### src/rtl/median_filter_engine_p.sv
// 3x3 rank filter (median/min/max) over an IMG_W x IMG_H frame, one pixel per 20 cycles.
// Window is fetched with clamped addresses, then sorted in place by odd-even transposition.
//   state   | meaning
//   S_IDLE  | waiting for ready, outputs quiet
//   S_FETCH | 10 cycles: issue 9 window reads, capture data one cycle later
//   S_SORT  | 9 cycles: odd-even transposition passes on the window
//   S_WRITE | 1 cycle: wen with selected rank at address p
//   S_DONE  | 1 cycle: done pulse, busy already low
module median_filter_engine_p #(
  parameter int IMG_W  = 128,
  parameter int IMG_H  = 128,
  parameter int PIX_W  = 8,
  parameter int ADDR_W = 14
) (
  input  logic              clk,
  input  logic              reset,
  input  logic              ready,
  input  logic [1:0]        mode,
  input  logic              border,
  output logic              busy,
  output logic [ADDR_W-1:0] iaddr,
  input  logic [PIX_W-1:0]  idata,
  output logic [ADDR_W-1:0] addr,
  output logic [PIX_W-1:0]  data_wr,
  output logic              wen,
  output logic              done
);

  localparam int CW = $clog2(IMG_W);
  localparam int RW = $clog2(IMG_H);
  localparam logic [ADDR_W:0] LAST_P  = (ADDR_W+1)'(IMG_W * IMG_H - 1);
  localparam logic [CW-1:0]   COL_MAX = CW'(IMG_W - 1);
  localparam logic [RW-1:0]   ROW_MAX = RW'(IMG_H - 1);

  typedef enum logic [2:0] {S_IDLE, S_FETCH, S_SORT, S_WRITE, S_DONE} state_t;

  state_t            state_q, state_d;
  logic [3:0]        cnt_q, cnt_d;
  logic [ADDR_W:0]   p_q, p_d;
  logic [RW-1:0]     row_q, row_d;
  logic [CW-1:0]     col_q, col_d;
  logic [1:0]        mode_q, mode_d;
  logic              border_q, border_d;
  logic              busy_q, busy_d;
  logic              wen_q, wen_d;
  logic              done_q, done_d;
  logic [ADDR_W-1:0] addr_q, addr_d;
  logic [PIX_W-1:0]  data_q, data_d;
  logic [PIX_W-1:0]  win_q [9];
  logic [PIX_W-1:0]  win_d [9];

  // Window element j: row offset j/3-1, column offset j%3-1.
  function automatic logic out_of_bounds(input int j, input logic [RW-1:0] r, input logic [CW-1:0] c);
    return ((j / 3 == 0) && (r == '0)) || ((j / 3 == 2) && (r == ROW_MAX)) ||
           ((j % 3 == 0) && (c == '0)) || ((j % 3 == 2) && (c == COL_MAX));
  endfunction

  function automatic logic [ADDR_W-1:0] elem_addr(input int j, input logic [RW-1:0] r, input logic [CW-1:0] c);
    logic [RW-1:0] rr;
    logic [CW-1:0] cc;
    rr = r;
    cc = c;
    if (j / 3 == 0 && r != '0)      rr = r - RW'(1);
    if (j / 3 == 2 && r != ROW_MAX) rr = r + RW'(1);
    if (j % 3 == 0 && c != '0)      cc = c - CW'(1);
    if (j % 3 == 2 && c != COL_MAX) cc = c + CW'(1);
    return ADDR_W'(rr) * ADDR_W'(IMG_W) + ADDR_W'(cc);
  endfunction

  assign iaddr   = (state_q == S_FETCH && cnt_q <= 4'd8) ? elem_addr(int'(cnt_q), row_q, col_q) : '0;
  assign busy    = busy_q;
  assign wen     = wen_q;
  assign done    = done_q;
  assign addr    = addr_q;
  assign data_wr = data_q;

  always_comb begin
    state_d  = state_q;
    cnt_d    = cnt_q;
    p_d      = p_q;
    row_d    = row_q;
    col_d    = col_q;
    mode_d   = mode_q;
    border_d = border_q;
    busy_d   = busy_q;
    wen_d    = 1'b0;
    done_d   = 1'b0;
    addr_d   = addr_q;
    data_d   = data_q;
    win_d    = win_q;
    case (state_q)
      S_IDLE: begin
        if (ready) begin
          state_d  = S_FETCH;
          mode_d   = mode;
          border_d = border;
          busy_d   = 1'b1;
          p_d      = '0;
          row_d    = '0;
          col_d    = '0;
          cnt_d    = '0;
        end
      end
      S_FETCH: begin
        // Read data lags the address by one cycle, so cycle k lands element k-1.
        for (int j = 0; j < 9; j++)
          if (cnt_q == 4'(j + 1))
            win_d[j] = (!border_q && out_of_bounds(j, row_q, col_q)) ? '0 : idata;
        if (cnt_q == 4'd9) begin
          cnt_d   = '0;
          state_d = S_SORT;
        end else begin
          cnt_d = cnt_q + 4'd1;
        end
      end
      S_SORT: begin
        for (int i = 0; i < 8; i++)
          if ((i % 2) == int'(cnt_q[0]) && win_q[i] > win_q[i+1]) begin
            win_d[i]   = win_q[i+1];
            win_d[i+1] = win_q[i];
          end
        if (cnt_q == 4'd8) begin
          cnt_d   = '0;
          state_d = S_WRITE;
          wen_d   = 1'b1;
          addr_d  = p_q[ADDR_W-1:0];
          case (mode_q)
            2'b01:   data_d = win_d[0];
            2'b10:   data_d = win_d[8];
            default: data_d = win_d[4];
          endcase
        end else begin
          cnt_d = cnt_q + 4'd1;
        end
      end
      S_WRITE: begin
        if (p_q == LAST_P) begin
          state_d = S_DONE;
          busy_d  = 1'b0;
          done_d  = 1'b1;
        end else begin
          state_d = S_FETCH;
          p_d     = p_q + (ADDR_W+1)'(1);
          if (col_q == COL_MAX) begin
            col_d = '0;
            row_d = row_q + RW'(1);
          end else begin
            col_d = col_q + CW'(1);
          end
        end
      end
      S_DONE:  state_d = S_IDLE;
      default: state_d = S_IDLE;
    endcase
  end

  always_ff @(posedge clk or negedge reset) begin
    if (!reset) begin
      state_q  <= S_IDLE;
      cnt_q    <= '0;
      p_q      <= '0;
      row_q    <= '0;
      col_q    <= '0;
      mode_q   <= '0;
      border_q <= 1'b0;
      busy_q   <= 1'b0;
      wen_q    <= 1'b0;
      done_q   <= 1'b0;
      addr_q   <= '0;
      data_q   <= '0;
      for (int i = 0; i < 9; i++) win_q[i] <= '0;
    end else begin
      state_q  <= state_d;
      cnt_q    <= cnt_d;
      p_q      <= p_d;
      row_q    <= row_d;
      col_q    <= col_d;
      mode_q   <= mode_d;
      border_q <= border_d;
      busy_q   <= busy_d;
      wen_q    <= wen_d;
      done_q   <= done_d;
      addr_q   <= addr_d;
      data_q   <= data_d;
      for (int i = 0; i < 9; i++) win_q[i] <= win_d[i];
    end
  end

endmodule

### config.mk
export PLATFORM = sky130hd
export DESIGN_NAME = median_filter_engine_p
export DESIGN_NICKNAME = d
export VERILOG_FILES = /design/src/rtl/median_filter_engine_p.sv
export SDC_FILE = /design/constraint.sdc
export NUM_CORES = 1
export LEC_CHECK = 0
export CAP_MARGIN = 20
export CORE_MARGIN = 8
export CORE_UTILIZATION = 50
export CTS_CLUSTER_DIAMETER = 200
export DETAILED_ROUTE_END_ITERATION = 12
export PLACE_DENSITY = 0.69
export SLEW_MARGIN = 5
export SYNTH_ARGS = -nofsm -noshare
export SYNTH_HDL_FRONTEND = slang
export SYNTH_SLANG_ARGS = --single-unit
### constraint.sdc
create_clock -name clk -period 11.1 [get_ports clk]
set_input_delay 1.665 -clock clk [delete_from_list [all_inputs] [get_ports clk]]
set_output_delay 1.665 -clock clk [all_outputs]
set_load 0.02 [all_outputs]
==> flow_metrics.py, run 1 <==
metrics = {
    "outcome": {
        "run_status": "finished clean",
    },
    "sta": {
        "min_period_ps": 7070,
        "timing.final.hold_violations": 0,
        "timing.clock.skew_ps": 9.77,
        "timing.slew.headroom_pct": 30.9,
        "hold_ws_ps": 507,
        "setup_repair_after_global_routing_missed_its_margin": "no",
        "worst-slew-pin-transition_ps": 1030,
        "period_utilization_pct": 63.7,
        "setup_total_negative_slack_ps": 0,
        "timing.final.setup_violations": 0,
        "achievable-frequency_mhz": 141,
        "timing.final.max_slew_violations": 0,
    },
    "clock_network": {
        "clock_path_buffers": 2,
        "insertion_delay_ps": 430,
        "post_cts_resize_count": 0,
        "clkTransAtPathRegs_ps": 70,
        "cts_hold_buffers": 0,
        "cts_root_buf": "clkbuf_16",
        "cts_setup_buffers": 0,
        "clock_tree.htree_level_count": 4,
        "cts_made_buffers": 17,
        "clock_tree_from_tritoncts": "built",
        "count_of_clock_tree_sinks": 136,
    },
    "synthesis": {
        "synth_area_leader_cell": "dfrtp_1",
        "synth.yosys.warnings": 0,
        "synth_fp_nets": 1191,
        "ys_top_cells_by_area": "dfrtp_1, ha_1, o21ai_0, nand2_1, inv_1",
        "syn_avg_cell_area_um2": 8.82,
        "synth.cell_area_um2": 9680,
        "synth_seq_cells": 136,
        "netlist.area_leader.share_pct": 35.2,
        "synth_enable_flop_cells": 0,
        "post_synthesis_cell_type_count": 74,
        "postSynth.asyncResetShare_pct": 100,
        "seq_area_frac_synth_pct": 35.2,
        "synth_cells": 1098,
        "dominantRegCellSynth": "dfrtp_1",
    },
    "floorplan": {
        "fp.coreArea_um2": 19200,
        "floorplan.die.width_um": 155,
        "floorplan.io_pins": 53,
        "chipHeight_um": 155,
        "design.die.area_um2": 24100,
        "placementRows": 51,
        "floorplan.initialDensity_pct": 50.4,
    },
    "worst_hold_path": {
        "worstHoldPathType": "reg -> reg",
    },
    "global_routing": {
        "grt_util_all_layers_pct": 22.6,
        "grt_pass1_wl_mm": 43.8,
        "antenna_violations_before_repair": 1,
        "globalRouteOverflowTotal": 0,
        "grt_pass1_vias": 8208,
        "grt_max_degree": 77,
    },
    "final_layout": {
        "multi_input_area_um2": 5710,
        "layout-drive-gt1-share_pct": 7.86,
        "area_growth_syn_to_layout_pct": 14.0,
        "final_common_cell": "dfrtp_1",
        "mostFrequentLayoutCells": "dfrtp_1, nand2_1, o21ai_0",
        "area_of_all_sequential_standard_cells_um2": 3400,
        "final_core_occ_pct": 57.4,
        "final_cell_area_um2": 11000,
        "finish.net_count": 1212,
        "n_fill_cell": 1706,
    },
    "drt": {
        "wl_met1_mm": 12.5,
        "wl_met2_mm": 12.1,
        "wl_per_cell_um": 19.1,
        "aggregate_routed_wire_length_mm": 26.7,
        "drt_first_iter_violations": 783,
        "drt.antenna.violating_nets": 0,
        "detail_route.drc_violations": 0,
        "dr_wl_met3_mm": 1.58,
        "route.top_layer_used": "met4",
        "total_number_of_vias": 8598,
        "iteration_count_of_the_initial_detailed_routing_pass": 6,
        "mean_number_of_vias_per_cell": 6.15,
    },
    "critical_path": {
        "timing.critical_path.slowest_stage_cell": "dfrtp_1",
        "timing.critical_path.slowest_cell_delay_ps": 690,
        "crit_path_cell_trace": "clkinv_1 -> ha_1 -> a211o_2 -> o21ai_4 -> xnor2_1 -> ha_1 -> inv_1 -> a21oi_1 -> o221ai_1 -> o31ai_2 -> nand4_2 -> or2_1 -> a21boi_1 -> a221oi_2 -> clkdlybuf4s50_1",
        "timing.critical_path.mode_cell": "ha_1",
        "path_max_fanout": 14,
        "critPathArrivalTime_ps": 5410,
        "timing.setup.critical_path_class": "reg -> out",
        "critical_path.endpoint_type": "output port",
        "startpoint_type": "register",
        "required_ps": 9440,
    },
    "power": {
        "p_leak_uw": 0.00482,
        "power.total_uw": 2470,
        "power.ir.vdd_worst_uv": 142,
        "cellPowerDensity_nw_per_um2": 224,
    },
    "placed_design": {
        "place_area_um2": 10400,
        "dp_hpwl_mm": 19.2,
        "numPortBuffers": 52,
        "globalplace.congestion": 0.890,
    },
    "flow_run": {
        "drv.max_cap_violation_count": 0,
    },
}
[registers in the layout (all words and copies together), names as in the netlist]
signal    count
addr         14
border_q      1
busy          1
cnt_q         4
col_q         7
data_wr       8
done          1
mode_q        2
p_q          15
row_q         7
state_q       3
wen           1
win_q        72
[worst paths after layout]
| kind | from | slack (ps) | cells after the start | to |
|---|---|---|---|---|
| worst max-delay path | cnt_q[0] | 4030 | 15 | iaddr[1] |
| worst min-delay path | addr[11] | 510 | 1 | addr[11] |
| worst max register to register | p_q[0] | 8180 | 8 | p_q[14] |
| worst min register to register | addr[11] | 510 | 1 | addr[11] |
| max in group asynchronous | reset | 8510 | 2 | row_q[2] |
| min in group asynchronous | reset | 1250 | 1 | p_q[11] |
[final cells by class]
class,instances,share of cell area [%]
Sequential cell,136,30.8
Clock buffer,17,3.86
Inverter,86,2.93
Antenna cell,1,0.0227
Multi-Input combinational cell,812,51.7
Timing Repair Buffer,66,5.79
Clock inverter,15,1.80
Tap cell,265,3.01
[per-layer routing]
| metal | up-vias | track usage, % |
|---|---|---|
| li1 | 4091 | - |
| met1 | 4213 | 31.2 |
| met2 | 265 | 35.3 |
| met3 | 29 | 4.11 |
| met4 | 0 | 7.00 |
| met5 | - | 0 |
[Yosys cell counts, types with 22 or more instances]
library cell,n
dfrtp_1,136
nand2_1,101
o21ai_0,93
inv_1,85
ha_1,79
nor2_1,63
a21oi_1,54
clkbuf_1,33
and2_1,32
mux2i_1,29
a221oi_1,27
nand3_1,23
mux2_2,22
[power breakdown]
| part | leakage, uW | switching [uW] | internal (uW) | total, uW |
|---|---|---|---|---|
| Clock | 0.000301 | 279 | 309 | 587 |
| Combinational | 0.00281 | 634 | 490 | 1120 |
| Sequential | 0.00171 | 149 | 610 | 759 |
| Total | 0.00482 | 1060 | 1410 | 2470 |
[kinds of logic after synthesis]
| logic type | after synthesis | synth area share (%) |
|---|---|---|
| adder cells (fa/ha/maj) | 79 | 10.2 |
| multiplexers | 51 | 5.56 |
| AO/OA/AOI/OAI | 334 | 24.0 |
| AND/OR/NAND/NOR | 331 | 17.5 |
| flip-flops | 136 | 35.2 |
| buffers and inverters | 150 | 6.11 |
| XOR/XNOR | 17 | 1.54 |
[worst max-delay path: cells and delay by family, from the launching register on]
kind	cells	cell delay [ps]
xor gates and xnor gates	1	210
adders and majority gates	2	750
AOI/OAI and AO/OA	7	1470
buffers and inverters	3	1260
and+or+nand+nor	2	580
DFF	1	690
[through the flow]
step	setup WS [ps]	cells
after floorplan	5910	1098
after global placement	4690	1360
after detailed placement	4540	1361
after CTS	4080	1393
after global routing	3680	1398
final	4030	1398
Power figures use the tool's default switching activity.
==> inputs of run 2 (changes only) <==
clock period = 7.36 ns   (was 11.1 ns; I/O delays follow)
==> run 2 against run 1 <==
Against the previous run: count of clock-buffer cells in the layout unchanged; clock skew rose by 2.9 ps; clock power rose by 51%; final area about the same; flip-flop and latch count did not move; worst hold slack improved by 3.4 ps; global-route usage rose by 0.17 points; via count increased by 2.1%; register-to-register slack worse by 3800 ps; critical path type unchanged; highest routed layer unchanged.
==> flow_metrics.py, run 2 (same netlist as run 1, synthesis figures left out) <==
metrics = {
    "outcome": {
        "run_status": "finished clean",
    },
    "final_layout": {
        "final_cell_area_um2": 11000,
        "final_common_cell": "dfrtp_1",
        "finish.net_count": 1212,
        "area_growth_syn_to_layout_pct": 13.9,
        "area_of_all_sequential_standard_cells_um2": 3400,
        "mostFrequentLayoutCells": "dfrtp_1, nand2_1, o21ai_0",
        "largest-register": "win_q",
        "largest_register_ff_count": 72,
        "layout-drive-gt1-share_pct": 7.86,
        "multi_input_area_um2": 5710,
        "antennaDiodeCount": 0,
        "n_fill_cell": 1706,
    },
    "drt": {
        "wl_per_cell_um": 19.3,
        "dr_wl_met3_mm": 1.65,
        "iteration_count_of_the_initial_detailed_routing_pass": 6,
        "aggregate_routed_wire_length_mm": 27.0,
        "mean_number_of_vias_per_cell": 6.28,
        "drt_first_iter_violations": 758,
        "wl_met1_mm": 12.6,
        "total_number_of_vias": 8779,
        "wl_met2_mm": 12.2,
        "drt.antenna.violating_nets": 0,
        "detail_route.drc_violations": 0,
        "route.top_layer_used": "met4",
    },
    "sta": {
        "timing.final.max_slew_violations": 0,
        "timing.final.setup_violations": 0,
        "final.setup.worst_slack_ps": 899,
        "timing.clock.skew_ps": 12.6,
        "setup_repair_after_global_routing_missed_its_margin": "no",
        "achievable-frequency_mhz": 155,
        "period_utilization_pct": 87.8,
        "min_period_ps": 6460,
        "worst-slew-pin-transition_ps": 1050,
        "timing.final.hold_violations": 0,
        "setup_total_negative_slack_ps": 0,
        "hold_ws_ps": 510,
        "timing.slew.headroom_pct": 29.0,
    },
    "floorplan": {
        "floorplan.die.width_um": 155,
        "design.die.area_um2": 24100,
        "floorplan.io_pins": 53,
        "placementRows": 51,
        "floorplan.initialDensity_pct": 50.4,
        "chipHeight_um": 155,
        "fp.coreArea_um2": 19200,
    },
    "critical_path": {
        "worst_case_reg_to_reg_path_depth": 11,
        "critPathArrivalTime_ps": 5360,
        "required_ps": 6260,
        "timing.rr.end": "win_q[15]",
        "timing.setup.critical_path_class": "reg -> out",
        "startpoint_type": "register",
        "worst-r2r-setup-slack_ps": 4420,
        "path_max_fanout": 14,
        "critical_path.endpoint_type": "output port",
        "worst_r2r_startpoint": "win_q[9]",
    },
    "clock_network": {
        "post_cts_resize_count": 0,
        "cts_made_buffers": 17,
        "cts_setup_buffers": 0,
        "clock_path_buffers": 2,
        "cts_root_buf": "clkbuf_16",
        "cts_hold_buffers": 0,
        "clkTransAtPathRegs_ps": 80,
        "count_of_clock_tree_sinks": 136,
        "clock_tree_from_tritoncts": "built",
        "insertion_delay_ps": 430,
        "clock_tree.htree_level_count": 4,
    },
    "placed_design": {
        "place_ws_ps": 1410,
        "place_area_um2": 10400,
        "numPortBuffers": 52,
        "globalplace.congestion": 0.896,
        "dp_hpwl_mm": 19.4,
    },
    "power": {
        "share_seq_of_total_power_pct": 30.7,
        "cellPowerDensity_nw_per_um2": 339,
        "power.ir.vdd_worst_uv": 204,
        "power.share.clock_pct": 23.7,
        "total_switching_power_uw": 1610,
        "switching_power_as_a_share_of_total_power_pct": 43.2,
        "combinationalPowerShare_pct": 45.6,
        "internal_power_uw": 2120,
        "p_leak_uw": 0.00482,
    },
    "global_routing": {
        "antenna_violations_before_repair": 0,
        "grt_util_all_layers_pct": 22.8,
        "grt_pass1_wl_mm": 44.2,
        "grt_pass1_vias": 8123,
        "globalRouteOverflowTotal": 0,
        "grt_max_degree": 78,
    },
    "flow_run": {
        "drv.max_cap_violation_count": 0,
    },
    "worst_hold_path": {
        "timing.hold.worst_endpoint": "addr[13]",
        "number_of_cells_on_the_worst_hold_path": 1,
        "timing.hold.worst.start": "addr[13]",
        "worstHoldPathType": "reg -> reg",
    },
}
run 2: cell types whose count changed in the layout (fill, tap and decap cells not counted), sizes merged:
cell	before	now
diode	1	0
inv	92	91
clkinv	9	10
run 2: per-layer routing:
| metal | vias up | GRT usage (%) |
|---|---|---|
| li1 | 4100 | - |
| met1 | 4308 | 32.0 |
| met2 | 331 | 35.2 |
| met3 | 40 | 3.72 |
| met4 | 0 | 7.09 |
| met5 | - | 0 |
run 2: power groups by stage:
stage	clock network [uW]	registers, uW	logic, uW
floorplan	0	1100	1230
global placement	0	1150	1590
detailed placement	0	1150	1640
CTS	900	1140	1650
global route	929	1170	1910
finish	886	1150	1700
run 2: how the worst max path moves through the flow:
stage	start	endpoint	slack, ps	cells after the start
2_1_floorplan	cnt_q[0]	iaddr[1]	2730	15
3_3_place_gp	cnt_q[0]	iaddr[1]	1580	15
3_5_place_dp	cnt_q[0]	iaddr[1]	1410	15
4_1_cts	cnt_q[0]	iaddr[1]	950	15
5_1_grt	cnt_q[0]	iaddr[1]	600	15
6_report	cnt_q[0]	iaddr[1]	900	15
run 2: per-stage QoR:
| step | util [%] | power, uW | std cells |
|---|---|---|---|
| finish | 57.4 | 3730 | 1397 |
| detailed placement | 54.0 | 2790 | 1362 |
| global placement | 53.9 | 2740 | 1360 |
| global route | 57.4 | 4010 | 1397 |
| CTS | 57.3 | 3690 | 1394 |
| floorplan | - | 2320 | 1098 |
run 2: area by class of cell:
cell class	count	share of cell area (%)
Tap cell	265	3.01
Clock inverter	15	1.80
Inverter	86	2.93
Multi-Input combinational cell	812	51.8
Timing Repair Buffer	66	5.80
Sequential cell	136	30.9
Clock buffer	17	3.86
run 2: critical path, cell delays in order (launching register included):
cell	delay, ps
dfrtp_1	690
clkinv_1	500
ha_1	440
a211o_2	430
o21ai_4	120
xnor2_1	230
ha_1	290
inv_1	70
a21oi_1	120
o221ai_1	160
o31ai_2	210
nand4_2	260
or2_1	370
nor2b_1	170
a221oi_2	220
clkdlybuf4s50_1	640
